===== config.mk =====
export PLATFORM = sky130hd
export DESIGN_NAME = param_step_counter
export DESIGN_NICKNAME = d
export VERILOG_FILES = /design/src/rtl/param_step_counter_pkg.sv /design/src/rtl/step_counter_next.sv /design/src/rtl/param_step_counter.sv
export SDC_FILE = /design/constraint.sdc
export NUM_CORES = 1
export LEC_CHECK = 0
export BUFFER_PORTS_ARGS = -buffer_cell sky130_fd_sc_hd__buf_2
export CORE_ASPECT_RATIO = 0.75
export CORE_MARGIN = 5
export CORE_UTILIZATION = 30
export DETAILED_ROUTE_END_ITERATION = 10
export PLACE_DENSITY = 0.58
export SLEW_MARGIN = 20
export SYNTH_ARGS = -nofsm -noshare
export SYNTH_HDL_FRONTEND = slang
export SYNTH_SLANG_ARGS = --single-unit

===== constraint.sdc =====
create_clock -name clk -period 5.6 [get_ports clk]
set_input_delay 1.12 -clock clk [delete_from_list [all_inputs] [get_ports clk]]
set_output_delay 1.12 -clock clk [all_outputs]
set_load 0.1 [all_outputs]

===== src/rtl/param_step_counter_pkg.sv =====
// Shared definitions for the parameterised step counter: direction/mode
// encodings and the width of the carry/borrow-extended candidate.
package param_step_counter_pkg;

  localparam logic DIR_UP    = 1'b0;
  localparam logic DIR_DOWN  = 1'b1;
  localparam logic MODE_WRAP = 1'b0;
  localparam logic MODE_SAT  = 1'b1;

  // One guard bit above the counter width catches both carry-out and borrow.
  localparam int CAND_GUARD_W = 1;

  function automatic int cand_width(input int width);
    return width + CAND_GUARD_W;
  endfunction

endpackage


===== src/rtl/step_counter_next.sv =====
// Combinational next-value logic: window snap, step arithmetic and
// wrap/saturate handling at the [lo, hi] bounds.
module step_counter_next
  import param_step_counter_pkg::*;
#(
  parameter int WIDTH  = 8,
  parameter int STEP_W = 4
) (
  input  logic [WIDTH-1:0]  count,
  input  logic [STEP_W-1:0] step,
  input  logic              dir,
  input  logic              sat_mode,
  input  logic [WIDTH-1:0]  lo,
  input  logic [WIDTH-1:0]  hi,
  output logic [WIDTH-1:0]  next_count,
  output logic              evt_next
);

  localparam int CW = cand_width(WIDTH);

  logic [CW-1:0] step_x;
  logic [CW-1:0] sum;
  logic [CW-1:0] diff;
  logic          outside;
  logic          over;
  logic          under;

  always_comb begin
    step_x  = CW'(step);
    sum     = {1'b0, count} + step_x;
    diff    = {1'b0, count} - step_x;
    outside = (count < lo) || (count > hi);
    over    = (sum > {1'b0, hi});
    // diff's guard bit is the borrow out of the subtraction
    under   = diff[WIDTH] || (diff[WIDTH-1:0] < lo);

    next_count = count;
    evt_next   = 1'b0;

    if (step_x == '0) begin
      next_count = count;
      evt_next   = 1'b0;
    end else if (outside) begin
      next_count = (dir == DIR_UP) ? lo : hi;
      evt_next   = 1'b1;
    end else if (dir == DIR_UP) begin
      if (over) begin
        next_count = (sat_mode == MODE_SAT) ? hi : lo;
        evt_next   = 1'b1;
      end else begin
        next_count = sum[WIDTH-1:0];
      end
    end else begin
      if (under) begin
        next_count = (sat_mode == MODE_SAT) ? lo : hi;
        evt_next   = 1'b1;
      end else begin
        next_count = diff[WIDTH-1:0];
      end
    end
  end

endmodule


===== src/rtl/param_step_counter.sv =====
// Registered windowed step counter with load, enable, wrap/saturate modes
// and a one-cycle bound event; arithmetic lives in step_counter_next.
module param_step_counter
  import param_step_counter_pkg::*;
#(
  parameter int WIDTH     = 8,
  parameter int STEP_W    = 4,
  parameter int RESET_VAL = 1
) (
  input  logic              clk,
  input  logic              reset,
  input  logic              en,
  input  logic              dir,
  input  logic              sat_mode,
  input  logic [STEP_W-1:0] step,
  input  logic [WIDTH-1:0]  lo,
  input  logic [WIDTH-1:0]  hi,
  input  logic              load,
  input  logic [WIDTH-1:0]  load_val,
  output logic [WIDTH-1:0]  count,
  output logic              evt,
  output logic              at_lo,
  output logic              at_hi,
  output logic              cfg_err
);

  localparam logic [WIDTH-1:0] RST_CNT = WIDTH'(RESET_VAL);

  logic [WIDTH-1:0] count_q, count_d;
  logic             evt_q, evt_d;
  logic [WIDTH-1:0] nxt_count;
  logic             nxt_evt;

  step_counter_next #(
    .WIDTH  (WIDTH),
    .STEP_W (STEP_W)
  ) u_next (
    .count      (count_q),
    .step       (step),
    .dir        (dir),
    .sat_mode   (sat_mode),
    .lo         (lo),
    .hi         (hi),
    .next_count (nxt_count),
    .evt_next   (nxt_evt)
  );

  assign cfg_err = (lo > hi);
  assign at_lo   = (count_q == lo);
  assign at_hi   = (count_q == hi);
  assign count   = count_q;
  assign evt     = evt_q;

  // load beats enable; an inverted window freezes counting but not loading
  always_comb begin
    count_d = count_q;
    evt_d   = 1'b0;
    if (load) begin
      count_d = load_val;
    end else if (en && !cfg_err) begin
      count_d = nxt_count;
      evt_d   = nxt_evt;
    end
  end

  always_ff @(posedge clk) begin
    if (reset) begin
      count_q <= RST_CNT;
      evt_q   <= 1'b0;
    end else begin
      count_q <= count_d;
      evt_q   <= evt_d;
    end
  end

endmodule


Word-level counts from Yosys, hierarchy flattened
Index checks and enable logic that the tools add are counted.
{"block": "classes", "add_sub_neg": 2, "div": 0, "n_bitwise": 1, "n_shift": 0, "multipliers": 0, "n_reduce_logical": 8, "mux": 14, "eq_ne": 3, "n_lt_le_gt_ge": 5}
{"cell": "2-to-1 mux 8 bit", "count": 10}
{"cell": "equality test 8 bit", "count": 2}
{"cell": "greater-than comparator 8 bit", "count": 2}
{"cell": "less-than comparator 8 bit", "count": 2}
{"cell": "adder 8 x 4 -> 9 bit", "count": 1}
{"cell": "greater-than comparator 9 x 8 -> 1 bit", "count": 1}
{"cell": "subtractor 8 x 4 -> 9 bit", "count": 1}
{"cell": "logical NOT 4 bit", "count": 1}
{"cell": "2-to-1 mux 1 bit", "count": 4}
{"cell": "OR reduction 4 bit", "count": 1}
{"cell": "logical OR 1 bit", "count": 2}
{"cell": "!= test 2 bit, second input constant", "count": 1}
{"cell": "AND reduction 2 bit", "count": 1}
{"cell": "nonzero test 2 bit", "count": 1}
{"cell": "logical AND 1 bit", "count": 1}
{"cell": "logical NOT 1 bit", "count": 1}
{"cell": "inverter 1 bit", "count": 1}
{"block": "totals", "out_inout_bits": 12, "mem_bits_rw": 0, "wordCells": 35, "memories": 0, "rom_bits": 0, "latch_bits": 0, "reg_bits": 9}

Logic depth before layout (Yosys ltp)
Gate-level depths: netlist of run 1.
{"block": "depth", "ltp_word": 9, "depth_mapped": 16}

Modules after synthesis
Synthesis of run 1 repeated with hierarchy kept, for this count alone.
{"block": "unflattened", "hier_cells": 346, "hier_area_um2": 2690.1}
{"module": "step_counter_next", "area_each_um2": 1833.0, "instances": 1, "cells_each": 250}
{"module": "param_step_counter", "area_each_um2": 857.1, "instances": 1, "cells_each": 96}

Worst setup path after synthesis of run 1
OpenSTA, ideal clock, no wires.
{"block": "synth_timing", "kind": "input -> register", "start": "input step[0]", "end": "register count_q[0] (netlist: count[0])", "path_stages": 15, "n_path_buf": 1, "required_time_ns": 5.521, "path_slack_ns": 1.055, "setup_time_ns": 0.079, "arrival_time_ns": 4.467, "path_cell_list": "ha_1 inv_1 fa_1 a21o_1 a2111oi_4 xor2_1 ha_1 and2_1 a221oi_1 o21ai_1 and2_4 buf_6 mux2_2 a2111o_1 o221ai_2"}
{"block": "synth_via", "elab_chain_cells": 9, "word_cells_on_any_way": 15}
{"item": "start, declared", "line": "param_step_counter.sv:15", "rtl": "input logic [STEP_W-1:0] step,"}
{"item": "subtractor 8 x 4 -> 9 bit", "line": "step_counter_next.sv:31", "rtl": "diff = {1'b0, count} - step_x;"}
{"item": "less-than comparator 8 bit", "line": "step_counter_next.sv:35", "rtl": "under = diff[WIDTH] || (diff[WIDTH-1:0] < lo);"}
{"item": "logical OR 1 bit", "line": "step_counter_next.sv:35"}
{"item": "2-to-1 mux 8 bit", "line": "step_counter_next.sv:54", "rtl": "if (under) begin"}
{"item": "2-to-1 mux 8 bit", "line": "step_counter_next.sv:46", "rtl": "end else if (dir == DIR_UP) begin"}
{"item": "2-to-1 mux 8 bit", "line": "step_counter_next.sv:43", "rtl": "end else if (outside) begin"}
{"item": "2-to-1 mux 8 bit", "line": "step_counter_next.sv:40", "rtl": "if (step_x == '0) begin"}
{"item": "2-to-1 mux 8 bit", "line": "param_step_counter.sv:60", "rtl": "end else if (en && !cfg_err) begin"}
{"item": "2-to-1 mux 8 bit", "line": "param_step_counter.sv:58", "rtl": "if (load) begin"}
{"item": "end signal, assigned", "line": "param_step_counter.sv:71", "rtl": "count_q <= count_d;"}
{"item": "end, declared", "line": "param_step_counter.sv:29", "rtl": "logic [WIDTH-1:0] count_q, count_d;"}
Parallel ways exist; a longest one is shown, timed or not. The select of a mux whose other input is x is not followed.
A chain may end at the register's enable or synchronous reset.

Worst setup path after layout of run 1
Same ends and word-level chain as after synthesis.

==> impl_metrics.env, run 1 <==
export IMPL_cts_inserted_buffers=3
export IMPL_timing_critical_path_fanout_max=10
export IMPL_drt_wirelength_per_cell_microns=17.9
export IMPL_cts_reportedPaths_clkPinSlew_ns=0.05
export IMPL_die_ht_microns=88.2
export IMPL_gr_usage_all_layers=0.157
export IMPL_grt_remaining_overflow=0
export IMPL_cts_hold_buffers_added=0
export IMPL_antenna_violations_before_repair=0
export IMPL_hp_start="count[0]"
export IMPL_cellPowerDensity_nw_per_um2=204
export IMPL_routability_congestion=0.916
export IMPL_total_leakage_power_nw=1.35
export IMPL_clock_sinks=9
export IMPL_path_cells="buf_2, ha_1, fa_1, and2b_1, o31a_1, and3_1, xnor2_1, inv_1, ha_1, nand3_1, a211o_1, a21oi_1, nor2_2, mux2_2, a2111o_1, o221ai_2"
export IMPL_postSynthCellCount=313
export IMPL_fp_row_count=28
export IMPL_drt_iter0_drc=170
export IMPL_hold_viol_final=0
export IMPL_ant_nets=0
export IMPL_first_global_vias=2400
export IMPL_finalCriticalPeriod_ns=4.70
export IMPL_final_antenna_diode_count=0
export IMPL_placed_cells_incl_taps=448
export IMPL_final_cell_count_no_fill=452
export IMPL_postSynthAreaPerCell_sq_um=7.81
export IMPL_critPathArrivalTime_ns=4.86
export IMPL_totalPowerFinal_w=0.000565
export IMPL_drv_cap=0
export IMPL_vias=2487
export IMPL_floorplan_initialDensity=0.309
export IMPL_number_of_synthesized_flops_with_an_enable_pin=0
export IMPL_post_route_drc_count=0
export IMPL_rsz0062_at_grt="no"
export IMPL_clkLatencyLatePin_ns=0.24
export IMPL_postCtsSetupRepairBufs=0
export IMPL_syn_nets=396
export IMPL_finalWirelength_mm=8.09
export IMPL_worst_slew_pin_slew_ns=0.634
export IMPL_setup_tns_ns=0
export IMPL_fmax_ghz=0.213
export IMPL_post_route_period_util=0.839
export IMPL_design_portCount=46
export IMPL_area_delta_synth_final_pct=13.0
export IMPL_finish_net_count=431
export IMPL_run_status="completed"
export IMPL_critical_path_required_ns=5.76
export IMPL_dieArea_sq_um=10100
export IMPL_relSlewSlack=0.566
export IMPL_layout_drive_gt1_share=0.170
export IMPL_ys_warn_count=0
export IMPL_post_route_clock_skew_ns=0.00524
export IMPL_detailed_place_hpwl_mm=6.64
export IMPL_tritoncts_clock_tree="yes"
export IMPL_cp_startpoint="step[0]"
export IMPL_clk_path_buf_depth=2
export IMPL_cts_root_buffer_cell="sky130_fd_sc_hd__clkbuf_8"
export IMPL_post_cts_resized=0
export IMPL_grt_start_max_net_pins=26
export IMPL_synth_distinct_cells=64
export IMPL_ys_seq_elements=9
export IMPL_final_max_slew_violation_count=0
export IMPL_die_width_microns=114
export IMPL_irDropWorstVdd_mv=0.0763
export IMPL_report_final_setup_viol=0
export IMPL_firstDrtPassIters=5
export IMPL_core_area_sq_um=7920
export IMPL_grt_first_pass_wirelength_mm=12.6
export IMPL_drt_vias_per_instance=5.50
export IMPL_cpPeakStageDelay_ns=0.42
export IMPL_crit_type="input pin to flop"
export IMPL_port_buffers=45
export IMPL_ys_async_sr_fraction=0
export IMPL_cp_end_kind="flop"
export IMPL_share_of_the_yosys_chip_area_belonging_to_registers=0.0737
export IMPL_worst_path_most_repeated_cell="sky130_fd_sc_hd__ha_1"
export IMPL_hold_worst_slack_ns=0.721
export IMPL_htree_levels=1
export IMPL_synth_main_ff_cell="sky130_fd_sc_hd__dfxtp_1"
export IMPL_worstHoldPathType="flop to flop"
export IMPL_worst_reg2reg_startpoint="count[0]"
export IMPL_post_synth_instance_area_sq_um=2440
export IMPL_slowest_stage="sky130_fd_sc_hd__fa_1"
export IMPL_critical_path_startpoint_type="input pin"
## through the flow
step,cell area [sq um],worst slack [ns],util
3_3_place_gp,2720,0.768,0.343
2_1_floorplan,2440,1.05,-
3_5_place_dp,2720,0.690,0.343
6_report,2760,0.902,0.349
5_1_grt,2760,0.725,0.349
4_1_cts,2760,0.925,0.349
## critical path, delay by kind of cell
| family | cells | cell delay, ns |
|---|---|---|
| AOI/OAI and AO/OA | 5 | 1.40 |
| buffers and inverters | 2 | 0.18 |
| and+or+nand+nor | 4 | 0.71 |
| adders and majority gates | 3 | 0.93 |
| xor gates and xnor gates | 1 | 0.18 |
| muxes | 1 | 0.33 |
## worst paths after layout
| path | to | slack (ns) | depth (start not counted) |
|---|---|---|---|
| hold reg to reg | count[0] | 0.72 | 2 |
| setup reg to reg | count[0] | 1.34 | 15 |
| setup / recovery | count[0] | 0.90 | 16 |
| hold / removal | count[0] | 0.72 | 2 |
## placed cells by master (no fill, tap or decap), types with 3 or more instances in the layout
cell type and count:
sky130_fd_sc_hd__mux2_2 3, sky130_fd_sc_hd__nand3_1 6, sky130_fd_sc_hd__a22oi_1 4, sky130_fd_sc_hd__inv_1 27, sky130_fd_sc_hd__o31a_1 3, sky130_fd_sc_hd__nor2b_1 7, sky130_fd_sc_hd__nand3b_1 3, sky130_fd_sc_hd__dfxtp_1 9
sky130_fd_sc_hd__a211o_1 3, sky130_fd_sc_hd__nand2b_1 4, sky130_fd_sc_hd__o21a_1 6, sky130_fd_sc_hd__xor2_1 6, sky130_fd_sc_hd__mux2i_1 18, sky130_fd_sc_hd__xnor2_1 5, sky130_fd_sc_hd__nand4_1 6, sky130_fd_sc_hd__nor2_1 17
sky130_fd_sc_hd__o21ai_0 12, sky130_fd_sc_hd__clkbuf_8 3, sky130_fd_sc_hd__o22ai_1 5, sky130_fd_sc_hd__nand2_1 18, sky130_fd_sc_hd__ha_1 47, sky130_fd_sc_hd__a2111oi_0 5, sky130_fd_sc_hd__a21o_1 5, sky130_fd_sc_hd__nor3_1 6
sky130_fd_sc_hd__buf_2 45, sky130_fd_sc_hd__a21oi_1 30
## flip-flops by register name, indices dropped and copies added (netlist names)
register / count
count: 8
evt: 1
## logic make-up after synthesis
group,Yosys count,synth area share
compound gates,101,0.296
xor+xnor,11,0.0394
fa+ha+maj,49,0.257
buf+inv,44,0.0804
flops,9,0.0737
mux,21,0.0876
simple gates,78,0.166
## final cells by class
cell class / count / area [sq um]
fillers: 856 / 5160
multi-input cells: 260 / 2070
repair buffers: 46 / 233
flip-flops and latches: 9 / 180
well taps: 105 / 131
inverters: 28 / 105
clock buffers: 4 / 45.0
## power breakdown
part | internal, W | leakage, nW | switching [W]
sequential | 0.0000704 | 0.0745 | 0.0000185
combinational | 0.000148 | 1.25 | 0.000252
clock | 0.0000497 | 0.0228 | 0.0000264
total | 0.000268 | 1.35 | 0.000297
## metal layers
layer	GRT usage	vias to the layer above	wire, microns
met1	0.240	1136	4020
li1	-	1248	-
met5	0	-	0
met3	0.0228	2	681
met4	0.0119	0	15
met2	0.243	101	3370
## Yosys cell counts, types with 3 or more instances
cell	number	area (sq um)
sky130_fd_sc_hd__dfxtp_1	9	180
sky130_fd_sc_hd__a22oi_1	4	30.0
sky130_fd_sc_hd__nand2b_1	4	25.0
sky130_fd_sc_hd__xor2_1	6	52.6
sky130_fd_sc_hd__buf_2	6	30.0
sky130_fd_sc_hd__inv_1	27	101
sky130_fd_sc_hd__nor3_1	6	30.0
sky130_fd_sc_hd__xnor2_1	5	43.8
sky130_fd_sc_hd__a2111oi_0	5	43.8
sky130_fd_sc_hd__nand3_1	6	30.0
sky130_fd_sc_hd__o21a_1	6	45.0
sky130_fd_sc_hd__nand3b_1	3	22.5
sky130_fd_sc_hd__o21ai_0	12	60.1
sky130_fd_sc_hd__nand2_1	18	67.6
sky130_fd_sc_hd__a21o_1	5	37.5
sky130_fd_sc_hd__a211o_1	3	26.3
sky130_fd_sc_hd__a21oi_1	30	150
sky130_fd_sc_hd__o22ai_1	5	31.3
sky130_fd_sc_hd__o31a_1	3	26.3
sky130_fd_sc_hd__ha_1	47	588
sky130_fd_sc_hd__mux2_2	3	33.8
sky130_fd_sc_hd__mux2i_1	18	180
sky130_fd_sc_hd__clkbuf_1	6	22.5
sky130_fd_sc_hd__nand4_1	6	37.5
sky130_fd_sc_hd__nor2b_1	7	43.8
sky130_fd_sc_hd__nor2_1	17	63.8
No activity file was read; power rests on OpenSTA's default activity.
==> run 2: changes to the inputs <==
==> constraint.sdc (replaced) <==
create_clock -name clk -period 4.5 [get_ports clk]
set_input_delay 0.9 -clock clk [delete_from_list [all_inputs] [get_ports clk]]
set_output_delay 0.9 -clock clk [all_outputs]
set_load 0.1 [all_outputs]
==> impl_metrics.env, run 2 (synthesis results as in run 1) <==
export IMPL_grt_start_max_net_pins=26
export IMPL_fmax_ghz=0.236
export IMPL_critical_path_startpoint_type="input pin"
export IMPL_postCtsSetupRepairBufs=0
export IMPL_worst_slew_pin_slew_ns=0.582
export IMPL_final_antenna_diode_count=0
export IMPL_layout_filler_cells=888
export IMPL_timing_critical_path_fanout_max=3
export IMPL_postPlaceCellArea_sq_um=2760
export IMPL_grt_first_pass_wirelength_mm=13.1
export IMPL_die_ht_microns=88.2
export IMPL_drt_vias_per_instance=5.57
export IMPL_cts_hold_buffers_added=0
export IMPL_post_route_drc_count=0
export IMPL_drt_wirelength_per_cell_microns=18.0
export IMPL_detailedPlace_worstSlack_ns=-0.0270
export IMPL_timing_reg2reg_setup_slack_ns=0.59
export IMPL_grt_remaining_overflow=0
export IMPL_wp_depth=16
export IMPL_first_global_vias=2368
export IMPL_drt_iter0_drc=189
export IMPL_die_width_microns=114
export IMPL_setup_tns_ns=0
export IMPL_final_max_slew_violation_count=0
export IMPL_rsz0062_at_grt="no"
export IMPL_clkLatencyLatePin_ns=0.23
export IMPL_critPathTopFamily="compound AO/OA/AOI/OAI gates"
export IMPL_floorplan_initialDensity=0.309
export IMPL_gr_usage_all_layers=0.164
export IMPL_post_cts_resized=0
export IMPL_largest_reg_flops=8
export IMPL_antenna_violations_before_repair=0
export IMPL_ant_nets=0
export IMPL_cp_end_kind="flop"
export IMPL_most_frequent_standard_cell_in_the_layout_excluding_fill_and_tap_cells="sky130_fd_sc_hd__ha_1"
export IMPL_fin_area_sq_um=2820
export IMPL_firstDrtPassIters=4
export IMPL_layout_cells_most_common_list="sky130_fd_sc_hd__ha_1, sky130_fd_sc_hd__buf_2, sky130_fd_sc_hd__a21oi_1"
export IMPL_tritoncts_clock_tree="yes"
export IMPL_detailed_place_hpwl_mm=6.75
export IMPL_post_route_period_util=0.943
export IMPL_routability_congestion=0.865
export IMPL_design_portCount=46
export IMPL_clk_path_buf_depth=2
export IMPL_layout_setup_ws_ns=0.257
export IMPL_r2r_end="count[0]"
export IMPL_htree_levels=1
export IMPL_worst_path_most_repeated_cell="sky130_fd_sc_hd__ha_1"
export IMPL_finalCriticalPeriod_ns=4.24
export IMPL_path_cells="buf_2, ha_1, fa_1, and2b_1, o31a_1, and3_1, xnor2_1, inv_1, ha_1, nand3_1, a211o_1, a21oi_2, nor2_2, mux2_2, a2111o_1, o221ai_2"
export IMPL_run_status="completed"
export IMPL_cellPowerDensity_nw_per_um2=258
export IMPL_cts_reportedPaths_clkPinSlew_ns=0.05
export IMPL_relSlewSlack=0.602
export IMPL_cts_root_buffer_cell="sky130_fd_sc_hd__clkbuf_8"
export IMPL_layout_drive_gt1_share=0.190
export IMPL_report_final_setup_viol=0
export IMPL_timing_reg2reg_worst_path_depth=16
export IMPL_critical_path_required_ns=4.66
export IMPL_critPathBufInv=2
export IMPL_finalWirelength_mm=8.23
export IMPL_cts_inserted_buffers=3
export IMPL_hold_viol_final=0
export IMPL_worstHoldPathType="flop to flop"
export IMPL_dieArea_sq_um=10100
export IMPL_post_route_clock_skew_ns=0.00289
export IMPL_irDropWorstVdd_mv=0.0888
export IMPL_port_buffers=45
export IMPL_clock_sinks=9
export IMPL_worst_reg2reg_startpoint="count[0]"
export IMPL_fp_row_count=28
export IMPL_totalPowerFinal_w=0.000728
export IMPL_vias=2549
export IMPL_hp_start="count[6]"
export IMPL_drv_cap=0
export IMPL_core_area_sq_um=7920
export IMPL_slowest_stage="sky130_fd_sc_hd__fa_1"
export IMPL_timing_hold_worst_endpoint="count[6]"
export IMPL_total_leakage_power_nw=1.38
export IMPL_cpPeakStageDelay_ns=0.42
export IMPL_area_delta_synth_final_pct=15.3
export IMPL_critPathArrivalTime_ns=4.40
export IMPL_holdPathStages=2
export IMPL_crit_type="input pin to flop"
export IMPL_finish_net_count=437
## run 2: cell count changes in the layout (fill, tap and decap cells not counted)
cell	change
sky130_fd_sc_hd__buf_4	+6
sky130_fd_sc_hd__a221oi_2	+1
sky130_fd_sc_hd__a21oi_2	+1
sky130_fd_sc_hd__a221oi_1	-1
sky130_fd_sc_hd__a21oi_1	-1
## run 2: where the power goes
group           total, W  switching, W  internal (W)  leakage, nW
Combinational   0.000525      0.000326      0.000199         1.28
Clock          0.0000953     0.0000334     0.0000619       0.0228
Sequential      0.000108     0.0000204     0.0000875       0.0745
Total           0.000728      0.000380      0.000348         1.38
## run 2: per-stage QoR
stage | util | hold WS (ns) | instances
2_1_floorplan | - | 1.03 | 313
3_3_place_gp | 0.349 | 0.705 | 454
3_5_place_dp | 0.349 | 0.699 | 454
4_1_cts | 0.354 | 0.705 | 458
5_1_grt | 0.356 | 0.778 | 458
6_report | 0.356 | 0.730 | 458
## run 2: final cells by class
type	instances	area (sq um)	area share
Clock buffer	4	45.0	0.0160
Inverter	28	105	0.0373
Multi-Input combinational cell	260	2080	0.737
Sequential cell	9	180	0.0640
Tap cell	105	131	0.0466
Timing Repair Buffer	52	278	0.0986
## run 2: worst min-delay path, delay by kind of cell, from the launching register on
family	cells	cell delay, ns
AND/OR/NAND/NOR	1	0.16
flip-flops	1	0.44
AO/OA/AOI/OAI	1	0.08
## run 2: worst max path at each step
stage	from	end	slack, ns
2_1_floorplan	count[2]	count[0]	0.12
3_3_place_gp	step[0]	count[0]	0.08
3_5_place_dp	step[0]	count[0]	-0.03
4_1_cts	step[0]	count[0]	0.21
5_1_grt	step[0]	count[0]	0.02
6_report	step[0]	count[0]	0.26
## run 2: metal layers
layer	vias to the layer above	wire length, microns	global-route usage
met5	-	0	0
met4	0	102	0.0270
met3	8	616	0.0200
met2	97	3340	0.241
met1	1193	4170	0.256
li1	1251	-	-
==> run 3: changes to the inputs <==
--- a/config.mk
+++ b/config.mk
@@ -7,7 +7,6 @@
 export LEC_CHECK = 0
 export BUFFER_PORTS_ARGS = -buffer_cell sky130_fd_sc_hd__buf_2
 export CORE_ASPECT_RATIO = 0.75
-export CORE_MARGIN = 5
 export CORE_UTILIZATION = 30
 export DETAILED_ROUTE_END_ITERATION = 10
 export PLACE_DENSITY = 0.58
==> impl_metrics.env, run 3 (synthesis results as in run 1) <==
export IMPL_antenna_violations_before_repair=0
export IMPL_drv_cap=0
export IMPL_critPathArrivalTime_ns=4.39
export IMPL_die_width_microns=106
export IMPL_finalCriticalPeriod_ns=4.29
export IMPL_cpPeakStageDelay_ns=0.41
export IMPL_layout_setup_ws_ns=0.209
export IMPL_path_cells="buf_2, ha_1, inv_1, fa_1, a21o_1, a2111oi_4, xor2_1, ha_1, and2_1, a221oi_1, o21ai_1, nand2_1, mux2_2, a221oi_1, o22ai_1"
export IMPL_most_frequent_standard_cell_in_the_layout_excluding_fill_and_tap_cells="sky130_fd_sc_hd__ha_1"
export IMPL_post_route_period_util=0.954
export IMPL_drt_wirelength_per_cell_microns=17.8
export IMPL_worstHoldPathType="flop to flop"
export IMPL_clk_path_buf_depth=2
export IMPL_r2r_end="count[7]"
export IMPL_fmax_ghz=0.233
export IMPL_port_buffers=45
export IMPL_final_antenna_diode_count=0
export IMPL_largest_reg_flops=8
export IMPL_detailed_place_hpwl_mm=6.72
export IMPL_htree_levels=1
export IMPL_clock_sinks=9
export IMPL_postCtsSetupRepairBufs=0
export IMPL_critPathTopFamily="compound AO/OA/AOI/OAI gates"
export IMPL_layout_drive_gt1_share=0.189
export IMPL_setup_tns_ns=0
export IMPL_totalPowerFinal_w=0.000740
export IMPL_design_portCount=46
export IMPL_finish_net_count=439
export IMPL_final_max_slew_violation_count=0
export IMPL_first_global_vias=2420
export IMPL_cp_end_kind="flop"
export IMPL_core_area_sq_um=7880
export IMPL_grt_remaining_overflow=0
export IMPL_cts_reportedPaths_clkPinSlew_ns=0.05
export IMPL_routability_congestion=0.919
export IMPL_layout_cells_most_common_list="sky130_fd_sc_hd__ha_1, sky130_fd_sc_hd__buf_2, sky130_fd_sc_hd__a21oi_1"
export IMPL_relSlewSlack=0.557
export IMPL_total_leakage_power_nw=1.38
export IMPL_global_route_usage_met3=0.0381
export IMPL_crit_type="input pin to flop"
export IMPL_irDropWorstVdd_mv=0.124
export IMPL_hp_start="count[0]"
export IMPL_drt_vias_per_instance=5.49
export IMPL_drt_iter0_drc=141
export IMPL_final_cell_count_no_fill=460
export IMPL_firstDrtPassIters=5
export IMPL_dieArea_sq_um=8510
export IMPL_run_status="completed"
export IMPL_floorplan_initialDensity=0.310
export IMPL_post_route_drc_count=0
export IMPL_gr_usage_met2=0.301
export IMPL_ant_nets=0
export IMPL_cts_hold_buffers_added=0
export IMPL_die_ht_microns=80.2
export IMPL_tritoncts_clock_tree="yes"
export IMPL_worst_slew_pin_slew_ns=0.647
export IMPL_timing_critical_path_fanout_max=4
export IMPL_report_final_setup_viol=0
export IMPL_groute_layer_met1_usage=0.289
export IMPL_critical_path_required_ns=4.60
export IMPL_finalWirelength_mm=8.19
export IMPL_vias=2526
export IMPL_area_delta_synth_final_pct=15.5
export IMPL_grt_start_max_net_pins=26
export IMPL_holdPathStages=2
export IMPL_post_route_clock_skew_ns=0.00450
export IMPL_fp_row_count=28
export IMPL_busiest_layer="met2"
export IMPL_grt_first_pass_wirelength_mm=13.0
export IMPL_timing_hold_worst_endpoint="count[0]"
export IMPL_detailedPlace_worstSlack_ns=0.00191
export IMPL_gr_usage_all_layers=0.198
export IMPL_cellPowerDensity_nw_per_um2=262
export IMPL_timing_reg2reg_worst_path_depth=15
export IMPL_rsz0062_at_grt="no"
export IMPL_layout_filler_cells=838
export IMPL_critPathBufInv=2
export IMPL_cts_inserted_buffers=3
export IMPL_clkLatencyLatePin_ns=0.23
export IMPL_cts_root_buffer_cell="sky130_fd_sc_hd__clkbuf_8"
export IMPL_slowest_stage="sky130_fd_sc_hd__fa_1"
export IMPL_hold_viol_final=0
export IMPL_post_cts_resized=0
export IMPL_critical_path_startpoint_type="input pin"
export IMPL_timing_reg2reg_setup_slack_ns=0.43
export IMPL_worst_reg2reg_startpoint="count[0]"
export IMPL_placed_cells_incl_taps=456
## run 3: metrics by stage
stage	hold WS [ns]	cell area [sq um]	utilization
floorplan	1.03	2440	-
global placement	0.709	2780	0.352
detailed placement	0.684	2780	0.352
CTS	0.693	2820	0.358
global route	0.725	2820	0.358
finish	0.700	2820	0.358
## run 3: metal layers
metal  vias to the layer above  wire length, microns  share of wire
met1                      1175                  4220           0.52
met3                         4                   543          0.066
met5                         -                     0              0
met2                        91                  3350           0.41
li1                       1256                     -              -
met4                         0                    73         0.0089
## run 3: final cells by class
class	count	area (sq um)	area share
Multi-Input combinational cell	260	2070	0.733
Clock buffer	4	45.0	0.0160
Tap cell	105	131	0.0466
Timing Repair Buffer	54	293	0.104
Inverter	28	105	0.0373
Sequential cell	9	180	0.0639
## run 3: tightest hold or removal path, delay by kind of cell, from the launching register on
| kind | cells | cell delay (ns) |
|---|---|---|
| AOI/OAI and AO/OA | 2 | 0.29 |
| DFF | 1 | 0.35 |
## run 3: worst max-delay path by stage
stage	slack, ns	cells after the start	end	startpoint
finish	0.21	15	count[7]	step[0]
global route	0.02	17	count[6]	step[0]
CTS	0.22	17	count[6]	step[0]
detailed placement	0.002	17	count[6]	step[0]
global placement	0.10	17	count[6]	step[0]
floorplan	0.12	14	count[0]	count[2]
## run 3: where the power goes
part | internal [W] | switching, W | leakage (nW) | total (W)
clock | 0.0000617 | 0.0000317 | 0.0228 | 0.0000934
sequential | 0.0000876 | 0.0000216 | 0.0745 | 0.000109
combinational | 0.000209 | 0.000328 | 1.29 | 0.000537
